**src/rtl/bit_count_pkg.sv**
```systemverilog
// ============================================================================
// Module   : bit_count_pkg
// Purpose  : Shared types for the sequential bit-counting engine: the
//            controller state encoding, the operation-mode encoding, and a
//            helper that folds the reserved mode onto popcount.
// Ports    : none (package)
// Revision : 1.0 - initial release
// ============================================================================
`default_nettype none

package bit_count_pkg;

  typedef enum logic [1:0] {
    IDLE = 2'b00,
    SCAN = 2'b01,
    DONE = 2'b10
  } state_t;

  typedef enum logic [1:0] {
    MODE_POP = 2'b00,
    MODE_LZC = 2'b01,
    MODE_TZC = 2'b10
  } mode_t;

  // The reserved encoding 2'b11 behaves exactly like popcount.
  function automatic mode_t decode_mode(input logic [1:0] raw);
    mode_t m;
    case (raw)
      2'b01:   m = MODE_LZC;
      2'b10:   m = MODE_TZC;
      default: m = MODE_POP;
    endcase
    return m;
  endfunction

endpackage

`default_nettype wire

```
**src/rtl/bit_count_if.sv**
```systemverilog
// ============================================================================
// Module   : bit_count_if
// Purpose  : Request/response bundle between a requester and bit_count_unit.
// Ports    : start/mode/data  requester -> unit (sampled while rdy=1)
//            rdy/done/count/zero  unit -> requester
//            master modport = requester side, slave modport = unit side
// Revision : 1.0 - initial release
// ============================================================================
`default_nettype none

interface bit_count_if #(
  parameter int DATA_W = 8,
  parameter int CNT_W  = $clog2(DATA_W + 1)
) ();

  logic              start;
  logic [1:0]        mode;
  logic [DATA_W-1:0] data;
  logic              rdy;
  logic              done;
  logic [CNT_W-1:0]  count;
  logic              zero;

  modport master (
    output start, mode, data,
    input  rdy, done, count, zero
  );

  modport slave (
    input  start, mode, data,
    output rdy, done, count, zero
  );

endinterface

`default_nettype wire

```
**src/rtl/bit_count_dp.sv**
```systemverilog
// ============================================================================
// Module   : bit_count_dp
// Purpose  : Datapath of the bit-counting engine. Holds the operand shift
//            register, the running count, the all-zero flag and the latched
//            mode, and reports the termination flags to the controller.
// Ports    : clk, rstb (async active-low)
//            load, shift, incr   control strobes from the controller
//            data_in, mode_in    operand and raw mode, captured on load
//            mode_q              latched (decoded) mode
//            count, zero         result registers
//            r1_zero, r1_msb     termination flags of the shift register
// Revision : 1.0 - initial release
// ============================================================================
`default_nettype none

module bit_count_dp
  import bit_count_pkg::*;
#(
  parameter int DATA_W = 8,
  parameter int CNT_W  = $clog2(DATA_W + 1)
) (
  input  wire logic              clk,
  input  wire logic              rstb,
  input  wire logic              load,
  input  wire logic              shift,
  input  wire logic              incr,
  input  wire logic [DATA_W-1:0] data_in,
  input  wire logic [1:0]        mode_in,
  output mode_t                  mode_q,
  output logic      [CNT_W-1:0]  count,
  output logic                   zero,
  output logic                   r1_zero,
  output logic                   r1_msb
);

  logic [DATA_W-1:0] r1;
  logic [DATA_W-1:0] data_rev;
  mode_t             mode_dec;
  logic              data_is_zero;

  // TZC scans the reversed operand so the same MSB-first walk counts
  // trailing zeros.
  for (genvar i = 0; i < DATA_W; i++) begin : g_rev
    assign data_rev[i] = data_in[DATA_W-1-i];
  end

  assign mode_dec     = decode_mode(mode_in);
  assign data_is_zero = (data_in == '0);
  assign r1_zero      = (r1 == '0);
  assign r1_msb       = r1[DATA_W-1];

  always_ff @(posedge clk or negedge rstb) begin
    if (!rstb) begin
      r1     <= '0;
      count  <= '0;
      zero   <= 1'b0;
      mode_q <= MODE_POP;
    end else if (load) begin
      mode_q <= mode_dec;
      r1     <= (mode_dec == MODE_TZC) ? data_rev : data_in;
      zero   <= data_is_zero;
      // A zero operand has no set bit to stop on, so zero-counts are
      // resolved to full width up front.
      count  <= (data_is_zero && mode_dec != MODE_POP) ? CNT_W'(DATA_W) : '0;
    end else begin
      if (shift) r1    <= {r1[DATA_W-2:0], 1'b0};
      if (incr)  count <= count + CNT_W'(1);
    end
  end

endmodule

`default_nettype wire

```
**src/rtl/bit_count_unit.sv**
```systemverilog
// ============================================================================
// Module   : bit_count_unit
// Purpose  : Multi-cycle bit-counting coprocessor: popcount, leading-zero
//            count and trailing-zero count, scanning one bit per cycle with
//            early termination. Contains the IDLE/SCAN/DONE controller and
//            instantiates the datapath bit_count_dp.
// Ports    : clk            clock, rising edge
//            rstb           asynchronous active-low reset
//            bus (slave)    start/mode/data in, rdy/done/count/zero out
//            parity         only when BIT_COUNT_PARITY_EN is defined:
//                           count[0] in popcount mode, 0 otherwise
// Config   : BIT_COUNT_PARITY_EN - adds the parity output
// Revision : 1.0 - initial release
// ============================================================================
`default_nettype none

module bit_count_unit
  import bit_count_pkg::*;
#(
  parameter int DATA_W = 8,
  parameter int CNT_W  = $clog2(DATA_W + 1)
) (
  input  wire logic   clk,
  input  wire logic   rstb,
  bit_count_if.slave  bus
`ifdef BIT_COUNT_PARITY_EN
  ,
  output logic        parity
`endif
);

  state_t            state, state_nxt;
  mode_t             mode_q;
  logic              load, shift, incr;
  logic              r1_zero, r1_msb;
  logic              scan_end;
  logic [CNT_W-1:0]  count;
  logic              zero;

  // Popcount only stops once no set bits remain; the zero-counts also stop
  // at the first set bit reaching the MSB.
  assign scan_end = r1_zero || (mode_q != MODE_POP && r1_msb);

  always_ff @(posedge clk or negedge rstb) begin
    if (!rstb) state <= IDLE;
    else       state <= state_nxt;
  end

  always_comb begin
    state_nxt = state;
    load      = 1'b0;
    shift     = 1'b0;
    incr      = 1'b0;
    case (state)
      IDLE: begin
        if (bus.start) begin
          load      = 1'b1;
          state_nxt = SCAN;
        end
      end
      SCAN: begin
        if (scan_end) begin
          state_nxt = DONE;
        end else begin
          shift = 1'b1;
          incr  = (mode_q == MODE_POP) ? r1_msb : 1'b1;
        end
      end
      DONE:    state_nxt = IDLE;
      default: state_nxt = IDLE;
    endcase
  end

  bit_count_dp #(
    .DATA_W (DATA_W),
    .CNT_W  (CNT_W)
  ) u_dp (
    .clk     (clk),
    .rstb    (rstb),
    .load    (load),
    .shift   (shift),
    .incr    (incr),
    .data_in (bus.data),
    .mode_in (bus.mode),
    .mode_q  (mode_q),
    .count   (count),
    .zero    (zero),
    .r1_zero (r1_zero),
    .r1_msb  (r1_msb)
  );

  assign bus.rdy   = (state == IDLE);
  assign bus.done  = (state == DONE);
  assign bus.count = count;
  assign bus.zero  = zero;

`ifdef BIT_COUNT_PARITY_EN
  // Follows count, so it is held and reset exactly like count.
  assign parity = (mode_q == MODE_POP) && count[0];
`endif

endmodule

`default_nettype wire
```
**src/flat_wrapper.sv**
```systemverilog
// flat-port wrapper written by rule: the top's interface ports become plain ports
module bit_count_unit_flat import bit_count_pkg::*;
#(
  parameter int DATA_W = 8,
  parameter int CNT_W  = $clog2(DATA_W + 1)
)
  (clk, rstb, bus_start, bus_mode, bus_data, bus_rdy, bus_done, bus_count, bus_zero);
  bit_count_if #(.DATA_W(DATA_W), .CNT_W(CNT_W)) bus_i ();
  input  wire logic clk;
  input  wire logic rstb;
  input wire logic [$bits(bus_i.start)-1:0] bus_start;
  input wire logic [$bits(bus_i.mode)-1:0] bus_mode;
  input wire logic [$bits(bus_i.data)-1:0] bus_data;
  output wire logic [$bits(bus_i.rdy)-1:0] bus_rdy;
  output wire logic [$bits(bus_i.done)-1:0] bus_done;
  output wire logic [$bits(bus_i.count)-1:0] bus_count;
  output wire logic [$bits(bus_i.zero)-1:0] bus_zero;
  assign bus_i.start = bus_start;
  assign bus_i.mode = bus_mode;
  assign bus_i.data = bus_data;
  assign bus_rdy = bus_i.rdy;
  assign bus_done = bus_i.done;
  assign bus_count = bus_i.count;
  assign bus_zero = bus_i.zero;
  bit_count_unit #(.DATA_W(DATA_W), .CNT_W(CNT_W)) u_core (.clk(clk), .rstb(rstb), .bus(bus_i));
endmodule
```
**config.mk**
```make
export PLATFORM = sky130hd
export DESIGN_NAME = bit_count_unit_flat
export DESIGN_NICKNAME = d
export VERILOG_FILES = /design/src/rtl/bit_count_pkg.sv /design/src/rtl/bit_count_if.sv /design/src/rtl/bit_count_dp.sv /design/src/rtl/bit_count_unit.sv /design/src/flat_wrapper.sv
export SDC_FILE = /design/constraint.sdc
export NUM_CORES = 1
export LEC_CHECK = 0
export BUFFER_PORTS_ARGS = -buffer_cell sky130_fd_sc_hd__buf_2
export CAP_MARGIN = 20
export CORE_MARGIN = 5
export CORE_UTILIZATION = 57
export CTS_CLUSTER_SIZE = 10
export DETAILED_ROUTE_END_ITERATION = 6
export GPL_TIMING_DRIVEN = 0
export PLACE_DENSITY = 0.8
export SLEW_MARGIN = 20
export SYNTH_ARGS = -nofsm -noshare
export SYNTH_HDL_FRONTEND = slang
export SYNTH_SLANG_ARGS = --single-unit
```
**constraint.sdc**
```tcl
create_clock -name clk -period 4.4 [get_ports clk]
set_input_delay 0.22 -clock clk [delete_from_list [all_inputs] [get_ports clk]]
set_output_delay 0.22 -clock clk [all_outputs]
set_load 0.05 [all_outputs]
```
==> metrics.md, run 1 <==
| Metric | Value |
|---|---|
| Run status | `completed` |
| Num ports | `20` |
| TritonCTS clock tree | `yes` |
| Worst-Margin Slew | `a little under 600 ps` |
| Final wirelength | `slightly below 2 mm` |
| Starting Density | `slightly below 60%` |
| Wire length of the first global-routing pass | `between 3 and 4 mm` |
| Starting DRT DRC Count | `13` |
| Leakage | `0.551 nW` |
| Via density | `between 5 and 6` |
| Fin. Hold Viols | `0` |
| Number of max-cap violations | `0` |
| Tot GR Track Use | `~18%` |
| Synth Warn # | `0` |
| Seq pwr share | `36.8%` |
| GP Congestion | `~0.76` |
| Reg clk slew, reported paths | `about 100 ps` |
| Pwr dens | `around 640 mW/mm^2` |
| Dpl hpwl | `~1.5 mm` |
| Initial antenna violation count | `0` |
| TritonCTS buffer count | `3` |
| Clock latency on the worst-skew pair | `290 ps` |
| Number of global-route vias before repair | `approximately 840` |
| RSZ-0062 raised after global routing | `no` |
| Synth Instances | `100` |
| Slack of the critical path | `approximately 2400 ps` |
| Kind of critical path | `reg2reg` |
| DRC violations left | `0` |
| Hold endpoint | `u_core.u_dp.zero$_DFFE_PN0P_` |
| Net Sw Frac | `a little over two fifths` |
| Capturing point of the worst reg2reg path | `u_core.u_dp.r1[4]$_DFFE_PN0P_` |
| Post-layout min period | `a little over 2000 ps` |
| NetSw | `0.319 mW` |
| Synthesized Nets | `116` |
| Peak supply drop | `~320 uV` |
| Power, Total | `approximately 0.72 mW` |
| Period utilization | `a little under half` |
| Clk_skew | `roughly 5.7 ps` |
| Grt total ovfl | `0` |
| Setup TNS | `0 ps` |
| Final Slew Violations | `0` |
| Die area | `~0.0026 mm^2` |
| WP data required | `approximately 4600 ps` |
| Via count | `831` |
| Crit path max fanout | `8` |
| Commonest non-fill, non-tap cell in the layout | `buf_2` |
| Num rows | `15` |
| Placement Setup Slack | `2380 ps` |
| Slew HR | `approximately three fifths` |
| Post-route cell area | `between 0.001 and 0.0015 mm^2` |
| Clock Power Share | `a little under an eighth` |
| Core box area | `about 0.0017 mm^2` |
| WHS | `between 200 and 300 ps` |
| HP Start | `bus_data[6]` |
| Final setup vio count | `0` |
| Most frequent cells in the layout | `19 x buf_2, 17 x dfrtp_1, 16 x nand2_1, 10 x o21ai_0, 10 x mux2i_1` |
| CTS sink cnt | `17` |
| Mapped Avg Cell Area | `9.75 um^2` |
| Yosys reg bits | `17` |
| Synth-to-layout area growth | `15.7%` |
| CP Launch Type | `register` |
| Nets | `141` |
| Netlist cell types | `29` |
| CTS Root Cell | `clkbuf_4` |
| Type of the most critical hold path | `in2reg` |
| Antenna-violating nets left | `0` |
| ANT cells | `0` |
| Hold Crit Depth | `4` |
| Sequential share of the synthesized area | `between 40% and 50%` |
| Chip height | `between 50 and 60 um` |
| Placed Area | `about 0.0011 mm^2` |
| P_int | `between 0.4 and 0.5 mW` |
| Post-CTS Setup Repair Bufs | `0` |
| H-tree Lvls | `1` |
| Crit. End Element | `register` |
| Max Fclk | `just under 500 MHz` |
| Drt pass-1 iters | `3` |
| Reg2Reg Depth | `4` |
| Drt wl/cell | `about 14 um` |
| Combinational share of power | `51.8%` |
| Data arrival, critical path | `~2200 ps` |
| Die X | `approximately 51 um` |
| Clk buf depth | `2` |
| Synthesized cell area | `about 970 um^2` |
| Share of layout cells above drive strength 1 | `between 20% and 30%` |
| Worst r2r src | `u_core.u_dp.r1[5]$_DFFE_PN0P_` |
| IO buf count | `19` |
| Worst reg2reg setup slack | `approximately 2400 ps` |
| Largest net degree at the start of global routing | `18` |
[kinds of logic after synthesis]
group                    after synthesis  synth area share (%)
flip-flops                            17                  43.6
adder cells (fa/ha/maj)                3                  3.85
AO/OA/AOI/OAI                         20                  13.4
AND/OR/NAND/NOR                       35                  18.5
multiplexers                          16                  17.2
buffers and inverters                  9                  3.47
[worst max-delay path, cell delays in order, from the launching register on]
cell and delay, ps:
dfrtp_1 410, or4_1 590, or2_4 270, a21oi_4 280, mux2_2 380
[routing by layer]
layer | part of all wire, % | wire length (um) | vias to the layer above | global-route usage (%)
li1 | - | - | 406 | -
met1 | 45 | 879 | 404 | 21.8
met2 | 49 | 961 | 16 | 30.9
met3 | 3.7 | 73 | 5 | 3.50
met4 | 1.8 | 35 | 0 | 6.99
met5 | 0 | 0 | - | 0
[metrics by stage]
stage	utilization, %	std cells
finish	67.5	141
global route	67.5	141
CTS	67.5	141
detailed placement	65.3	136
global placement	65.3	136
floorplan	-	100
[worst max path at each step]
| stage | from | endpoint | slack (ps) | cells after the start |
|---|---|---|---|---|
| 2_1_floorplan | u_core.state[0]$_DFFE_PN0P_ | u_core.u_dp.r1[7]$_DFFE_PN0P_ | 2340 | 5 |
| 3_3_place_gp | u_core.u_dp.r1[5]$_DFFE_PN0P_ | u_core.u_dp.r1[5]$_DFFE_PN0P_ | 2400 | 4 |
| 3_5_place_dp | u_core.u_dp.r1[5]$_DFFE_PN0P_ | u_core.u_dp.r1[3]$_DFFE_PN0P_ | 2380 | 4 |
| 4_1_cts | u_core.u_dp.r1[5]$_DFFE_PN0P_ | u_core.u_dp.r1[4]$_DFFE_PN0P_ | 2360 | 4 |
| 5_1_grt | u_core.u_dp.r1[5]$_DFFE_PN0P_ | u_core.u_dp.r1[5]$_DFFE_PN0P_ | 2290 | 4 |
| 6_report | u_core.u_dp.r1[5]$_DFFE_PN0P_ | u_core.u_dp.r1[4]$_DFFE_PN0P_ | 2370 | 4 |
[synthesized netlist by cell type]
| cell type | n | area share (%) |
|---|---|---|
| nor2_1 | 2 | 0.77 |
| clkbuf_1 | 3 | 1.2 |
| nor2b_1 | 2 | 1.3 |
| ha_1 | 3 | 3.9 |
| a211o_1 | 1 | 0.90 |
| nand2_1 | 16 | 6.2 |
| or3b_2 | 1 | 0.90 |
| a21oi_4 | 1 | 1.7 |
| o311ai_1 | 1 | 0.90 |
| o22ai_1 | 1 | 0.64 |
| or2_4 | 1 | 0.90 |
| o211a_1 | 1 | 1.0 |
| nor4_1 | 2 | 1.3 |
| or3_1 | 2 | 1.3 |
| or4_4 | 1 | 1.2 |
| o21ai_0 | 10 | 5.1 |
| buf_1 | 1 | 0.38 |
| a21oi_1 | 3 | 1.5 |
| nand3_1 | 4 | 2.1 |
| mux2_1 | 1 | 1.2 |
| mux2i_1 | 10 | 10 |
| inv_1 | 5 | 1.9 |
| and2_1 | 2 | 1.3 |
| o211ai_1 | 1 | 0.77 |
| o21a_1 | 1 | 0.77 |
| nand2b_1 | 1 | 0.64 |
| or4_1 | 1 | 0.77 |
| dfrtp_1 | 17 | 44 |
| mux2_2 | 5 | 5.8 |
[power groups by stage]
stage | registers [mW] | clock network, mW | logic [mW]
floorplan | 0.285 | 0 | 0.274
global placement | 0.265 | 0 | 0.364
detailed placement | 0.269 | 0 | 0.377
CTS | 0.265 | 0.0832 | 0.379
global route | 0.275 | 0.0921 | 0.420
finish | 0.267 | 0.0828 | 0.375
[area by class of cell]
type,count,area [um^2]
clock buffers,4,26.3
inverters,5,18.8
repair buffers,20,105
fillers,136,543
plain buffers,4,15.0
well taps,17,21.3
multi-input cells,74,515
flip-flops and latches,17,425
[sequential cells by signal, summed over array words and instances, names as in the netlist]
signal and cells:
u_core.u_dp.r1 8, u_core.u_dp.count 4, u_core.state 2, u_core.u_dp.mode_q 2, u_core.u_dp.zero 1
[timing repair]
item,in CTS,in global routing
hold endpoints to repair,17,0
endpoints found under the setup margin,0,0
resized for setup,0,0
hold buffers,1,0
Power figures use the tool's default switching activity.
==> run 2, diff against run 1 <==
Settings changed: ABC_AREA set to 1, CORE_UTILIZATION 57 to 48, PLACE_DENSITY 0.8 to 0.7.
Clock period 4.4 ns to 1.7 ns, I/O delays scaled along.
==> metrics.md, run 2 <==
| Metric | Value |
|---|---|
| Run status | `completed` |
| Most numerous cell in the Yosys netlist | `nand2_1` |
| CTS sink cnt | `17` |
| DR WL met3 | `between 60 and 70 um` |
| Type of the most critical hold path | `in2reg` |
| Chip height | `between 50 and 60 um` |
| Core box area | `a little over 0.002 mm^2` |
| H-tree Lvls | `1` |
| Tot GR Track Use | `~16%` |
| Share of layout cells above drive strength 1 | `between 20% and 30%` |
| Slowest cell on the critical path | `dfrtp_1` |
| Max reg flops | `8` |
| Metal2 WL | `a little over 1 mm` |
| Yosys reg bits | `17` |
| Synth top area cells | `dfrtp_1 41%, nand2_1 17%, o21ai_0 7.2%, inv_1 6.1%, o21ai_1 3.8%` |
| Starting Density | `between 50% and 60%` |
| Yosys top cell by area | `dfrtp_1` |
| Wire length of the first global-routing pass | `a little over 4 mm` |
| Die X | `approximately 57 um` |
| Synth-to-layout area growth | `15.9%` |
| Number of max-cap violations | `0` |
| Area occupied by multi-input gates | `494 um^2` |
| Data arrival, critical path | `1460 ps` |
| CTS Root Cell | `clkbuf_4` |
| Starting DRT DRC Count | `11` |
| CP dominant cell by count | `nand2_1` |
| Antenna-violating nets left | `0` |
| Slew HR | `between 70% and 80%` |
| Reg clk slew, reported paths | `roughly 110 ps` |
| Crit path largest cell delay | `roughly 420 ps` |
| Placed cells | `approximately 190` |
| Post-layout min period | `~1200 ps` |
| Worst-path cell chain | `nor2_2 -> nand2_2 -> buf_6 -> nand3_2 -> nand2_1 -> nand2_1 -> nand2_1` |
| Largest net degree at the start of global routing | `18` |
| Netlist cell types | `23` |
| Synthesized Nets | `approximately 160` |
| Power, Total | `between 2 and 2.5 mW` |
| TritonCTS clock tree | `yes` |
| Delay-heaviest family, CP | `simple AND/OR/NAND/NOR gates` |
| Post-CTS Setup Repair Bufs | `0` |
| Most frequent cells after synthesis | `48 x nand2_1, 17 x dfrtp_1, 17 x inv_1` |
| Drt wl/cell | `roughly 11 um` |
| GP Congestion | `a little over 0.8` |
| Bufs and invs on worst path | `1` |
| Sequential share of the synthesized area | `around two fifths` |
| Num ports | `20` |
| WHS | `roughly 120 ps` |
| Number of global-route vias before repair | `between 900 and 1k` |
| Fin. Hold Viols | `0` |
| Clock latency on the worst-skew pair | `~310 ps` |
| P_int | `around 1.1 mW` |
| Pwr dens | `1750 mW/mm^2` |
| Largest Register | `u_core.u_dp.r1` |
| TritonCTS buffer count | `3` |
| Crit. End Element | `register` |
| Sequential cell area | `roughly 430 um^2` |
| Synth Warn # | `0` |
| Drt pass-1 iters | `4` |
| Dpl hpwl | `between 1.5 and 2 mm` |
| Clk buf depth | `2` |
| Mapped Avg Cell Area | `around 7.2 um^2` |
| Largest registers | `u_core.u_dp.r1: 8 flops, u_core.u_dp.count: 4 flops` |
| Leakage | `0.666 nW` |
| Combinational share of power | `approximately 57%` |
| Net Sw Frac | `between 40% and 50%` |
| CP Launch Type | `register` |
| Clk_skew | `2.11 ps` |
| Worst-Margin Slew | `between 400 and 500 ps` |
| Most frequent cells in the layout | `48 x nand2_1, 20 x buf_2, 17 x inv_1, 17 x dfrtp_1, 15 x o21ai_0` |
| M1 WL | `around 1.1 mm` |
| Seq pwr share | `between 30% and 40%` |
| Final setup vio count | `0` |
| Nets | `186` |
| NetSw | `~1.1 mW` |
| RSZ-0062 raised after global routing | `no` |
| Clock Power Share | `~11%` |
| DRC violations left | `0` |
| Kind of critical path | `reg2reg` |
| CTS Hold Bufs | `1` |
| Top sig layer | `met4` |
| Layout fillers | `197` |
| Yosys top cell area share | `just over 40%` |
| IO buf count | `19` |
| Max Fclk | `around 800 MHz` |
| Period utilization | `~73%` |
| Main synth FF type | `dfrtp_1` |
| Initial antenna violation count | `0` |
| Post_cts resized | `0` |
| Die area | `around 0.0032 mm^2` |
| Grt total ovfl | `0` |
| Crit path max fanout | `10` |
| Num rows | `16` |
| Via density | `4.86` |
| Async SR Flop Fraction | `100%` |
| Non-filler instance count after layout | `196` |
| Via count | `between 900 and 1k` |
| Number of enable flip-flop cells after synthesis | `0` |
| Setup TNS | `0 ps` |
| Synthesized cell area | `0.00104 mm^2` |
| Peak supply drop | `~1100 uV` |
| Final Slew Violations | `0` |
| Final wirelength | `between 2 and 2.5 mm` |
| ANT cells | `0` |
| Commonest non-fill, non-tap cell in the layout | `nand2_1` |
| Synth Instances | `roughly 150` |
| WP data required | `between 1500 and 2000 ps` |
run 2: changes by cell type in the layout (fill, tap and decap cells not counted), moves of 3 or more:
| cell | delta |
|---|---|
| nand2_1 | +32 |
| inv_1 | +12 |
| mux2i_1 | -10 |
| nor2_1 | +8 |
| o21ai_1 | +8 |
| mux2_2 | -5 |
| o21ai_0 | +5 |
| clkbuf_1 | -4 |
| inv_2 | +4 |
| buf_6 | +3 |
run 2: layer usage:
metal | GRT usage, % | vias up
met1 | 21.3 | 431
li1 | - | 503
met3 | 2.75 | 5
met4 | 8.81 | 0
met5 | 0 | -
met2 | 23.6 | 13
run 2: path summary, 6_finish.rpt:
| path | slack (ps) | depth (start not counted) | startpoint | endpoint |
|---|---|---|---|---|
| min in group asynchronous | 220 | 2 | rstb | u_core.u_dp.r1[4]$_DFFE_PN0P_ |
| setup / recovery | 450 | 7 | u_core.state[0]$_DFFE_PN0P_ | u_core.u_dp.count[3]$_DFFE_PN0P_ |
| setup reg to reg | 450 | 7 | u_core.state[0]$_DFFE_PN0P_ | u_core.u_dp.count[3]$_DFFE_PN0P_ |
| hold reg to reg | 520 | 1 | u_core.u_dp.zero$_DFFE_PN0P_ | u_core.u_dp.zero$_DFFE_PN0P_ |
| max in group asynchronous | 1190 | 2 | rstb | u_core.u_dp.r1[5]$_DFFE_PN0P_ |
| hold / removal | 120 | 4 | bus_mode[0] | u_core.u_dp.mode_q[0]$_DFFE_PN0P_ |
run 2: area by class of cell:
cell class                      count  area share (%)
Multi-Input combinational cell    102            40.8
Sequential cell                    17            35.1
Timing Repair Buffer               20            8.68
Inverter                           21            6.51
Buffer                              5            3.82
Tap cell                           27            2.79
Clock buffer                        3            1.86
Clock inverter                      1           0.413
run 2: cells by family (layout without fill, tap and decap cells):
| kind of cell | count (synthesis) | after routing | share of synthesized area, % |
|---|---|---|---|
| DFF | 17 | 17 | 40.7 |
| AOI/OAI and AO/OA | 26 | 26 | 12.9 |
| xor gates and xnor gates | 1 | 1 | 0.838 |
| buffers and inverters | 26 | 50 | 12.0 |
| and+or+nand+nor | 72 | 72 | 29.9 |
| adders and majority gates | 3 | 3 | 3.59 |
run 2: through the flow:
step	area [um^2]	setup slack [ps]	util, %
after global routing	1210	300	59.9
after CTS	1210	433	59.9
after floorplan	1040	137	-
final	1210	451	59.9
after detailed placement	1170	452	58.0
after global placement	1170	482	58.0
run 2: power by group through the flow:
| stage | registers, mW | clock network [mW] | logic, mW |
|---|---|---|---|
| final | 0.673 | 0.237 | 1.20 |
| after global routing | 0.690 | 0.264 | 1.36 |
| after detailed placement | 0.682 | 0 | 1.21 |
| after floorplan | 0.803 | 0 | 0.829 |
| after global placement | 0.674 | 0 | 1.19 |
| after CTS | 0.673 | 0.246 | 1.22 |
run 2: worst reg2reg max path, cell delays in order, from the launching register on:
cell     delay [ps]
dfrtp_1         420
nor2_2          140
nand2_2          80
buf_6           150
nand3_2         110
nand2_1         120
nand2_1          80
nand2_1          50
==> run 3, diff against run 2 <==
Settings changed: ABC_AREA 1 to 0, CORE_UTILIZATION 48 to 52, PLACE_DENSITY 0.7 to 0.73.
Clock period 1.7 ns to 1.2 ns, I/O delays scaled along.
==> metrics.md, run 3 (same netlist as run 1, synthesis figures left out) <==
| Metric | Value |
|---|---|
| CTS sink cnt | `17` |
| Drt wl/cell | `around 14 um` |
| Final setup vio count | `18` |
| Number of global-route vias before repair | `861` |
| Crit path largest cell delay | `roughly 560 ps` |
| Most frequent cells in the layout | `17 x buf_2, 16 x dfrtp_1, 13 x nand2_1, 10 x mux2i_1` |
| Wire length of the first global-routing pass | `3.77 mm` |
| Top Usage Layer GRT | `met2` |
| Non-filler instance count after layout | `164` |
| Combinational share of power | `64.9%` |
| TritonCTS clock tree | `yes` |
| Largest registers | `u_core.u_dp.r1: 8 flops, u_core.u_dp.count: 4 flops` |
| Clock Power Share | `8.1%` |
| Placed Area | `around 0.0011 mm^2` |
| H-tree Lvls | `1` |
| IO buf count | `19` |
| Drt pass-1 iters | `3` |
| Number of max-cap violations | `0` |
| GP Congestion | `0.749` |
| Clk buf depth | `2` |
| Kind of critical path | `reg2reg` |
| Slew HR | `63.4%` |
| Period utilization | `160%` |
| Type of the most critical hold path | `in2reg` |
| Die area | `about 0.0028 mm^2` |
| Slowest cell on the critical path | `or4_4` |
| Starting Density | `a little under three fifths` |
| Slack of the critical path | `-717 ps` |
| Pwr dens | `about 2600 mW/mm^2` |
| Via density | `~5.3` |
| Seq pwr share | `~27%` |
| Via count | `about 870` |
| WP data required | `roughly 1400 ps` |
| Post-layout min period | `between 1500 and 2000 ps` |
| Met2 Usage GRT | `slightly above 30%` |
| Synth-to-layout area growth | `43.5%` |
| Net Sw Frac | `approximately 40%` |
| CTS Root Cell | `clkbuf_4` |
| M3 GR Usage | `between 2 and 3%` |
| Max Fclk | `522 MHz` |
| Final wirelength | `~2.2 mm` |
| Failing checks | `setup timing` |
| Fin. Hold Viols | `0` |
| Chip height | `53.3 um` |
| Grt total ovfl | `0` |
| Leakage | `0.683 nW` |
| Antenna-violating nets left | `0` |
| Crit. End Element | `register` |
| DRC violations left | `0` |
| Met1 Usage GRT | `between 20% and 30%` |
| Max reg flops | `8` |
| Area occupied by multi-input gates | `around 590 um^2` |
| Core box area | `between 0.0015 and 0.002 mm^2` |
| Commonest non-fill, non-tap cell in the layout | `buf_2` |
| Num rows | `15` |
| Clk_skew | `0.517 ps` |
| Largest net degree at the start of global routing | `18` |
| Worst-Margin Slew | `550 ps` |
| Data arrival, critical path | `2090 ps` |
| Num ports | `20` |
| Final Slew Violations | `0` |
| Worst-path cell chain | `or4_4 -> or2_4 -> a21oi_4 -> buf_12 -> mux2_4` |
| Nets | `156` |
| RSZ-0062 raised after global routing | `yes` |
| Post-route cell area | `about 0.0014 mm^2` |
| Tot GR Track Use | `between 10% and 20%` |
| Initial antenna violation count | `0` |
| Share of layout cells above drive strength 1 | `between 40% and 50%` |
| Dpl hpwl | `1.60 mm` |
| Run status | `complete, but fails checks` |
| Placed cells | `around 140` |
| Peak supply drop | `about 1600 uV` |
| Die X | `about 53 um` |
| Sequential cell area | `~430 um^2` |
| CP Launch Type | `register` |
| Largest Register | `u_core.u_dp.r1` |
| P_int | `2.21 mW` |
| NetSw | `1.44 mW` |
| Reg clk slew, reported paths | `about 90 ps` |
| TritonCTS buffer count | `3` |
| Layout fillers | `109` |
| Clock latency on the worst-skew pair | `about 280 ps` |
| Crit path max fanout | `8` |
| Starting DRT DRC Count | `17` |
| ANT cells | `0` |
## run 3: power by group through the flow
stage	Sequential, mW	Combinational, mW	Clock, mW
after global placement	0.991	1.42	0
after floorplan	1.07	1.08	0
after detailed placement	1.01	1.47	0
after CTS	0.973	2.14	0.304
final	0.984	2.37	0.296
after global routing	1.02	2.55	0.333
## run 3: area by class of cell
class / count / area share, %
tap: 25 / 2.24
sequential: 17 / 30.5
buffer: 4 / 2.59
inverter: 5 / 1.34
multi-input combinational: 74 / 42.5
timing repair buffer: 35 / 19.0
clock buffer: 4 / 1.88
## run 3: metal layers
metal | up-vias | part of all wire [%]
met5 | - | 0
li1 | 435 | -
met4 | 0 | 0.62
met2 | 21 | 49
met1 | 408 | 46
met3 | 2 | 4.2
## run 3: through the flow
| step | worst slack, ps | utilization, % | hold slack [ps] | TNS (ps) | power (mW) |
|---|---|---|---|---|---|
| 2_1_floorplan | -679 | - | -236 | -6290 | 2.15 |
| 3_3_place_gp | -764 | 65.0 | 1.35 | -7400 | 2.41 |
| 3_5_place_dp | -792 | 65.0 | 5.86 | -7910 | 2.48 |
| 4_1_cts | -728 | 76.4 | 96.3 | -8000 | 3.42 |
| 5_1_grt | -769 | 80.1 | 109 | -9160 | 3.90 |
| 6_report | -717 | 80.1 | 95.6 | -8240 | 3.65 |
## run 3: path summary, 6_finish.rpt
check	from	end	slack (ps)	cells past startpoint
worst min register to register	u_core.u_dp.mode_q[1]$_DFFE_PN0P_	u_core.u_dp.mode_q[1]$_DFFE_PN0P_	500	2
worst max register to register	u_core.u_dp.r1[1]$_DFFE_PN0P_	u_core.u_dp.r1[3]$_DFFE_PN0P_	-720	5
max in group asynchronous	rstb	u_core.state[0]$_DFFE_PN0P_	670	2
worst min-delay path	bus_data[7]	u_core.u_dp.zero$_DFFE_PN0P_	100	4
min in group asynchronous	rstb	u_core.u_dp.r1[6]$_DFFE_PN0P_	230	2
worst max-delay path	u_core.u_dp.r1[1]$_DFFE_PN0P_	u_core.u_dp.r1[3]$_DFFE_PN0P_	-720	5
## run 3: what timing repair did
action,in CTS,in global routing
endpoints found under the hold margin,17,0
setup endpoints to repair,18,19
gates resized for setup,18,12
hold buffers,1,0
buffers inserted,12,3
pin swaps,4,3
## run 3: worst max-delay path, delay by kind of cell, from the launching register on
family / cells / cell delay, ps
buf+inv: 1 / 150
flops: 1 / 390
mux: 1 / 300
compound gates: 1 / 150
simple gates: 2 / 830
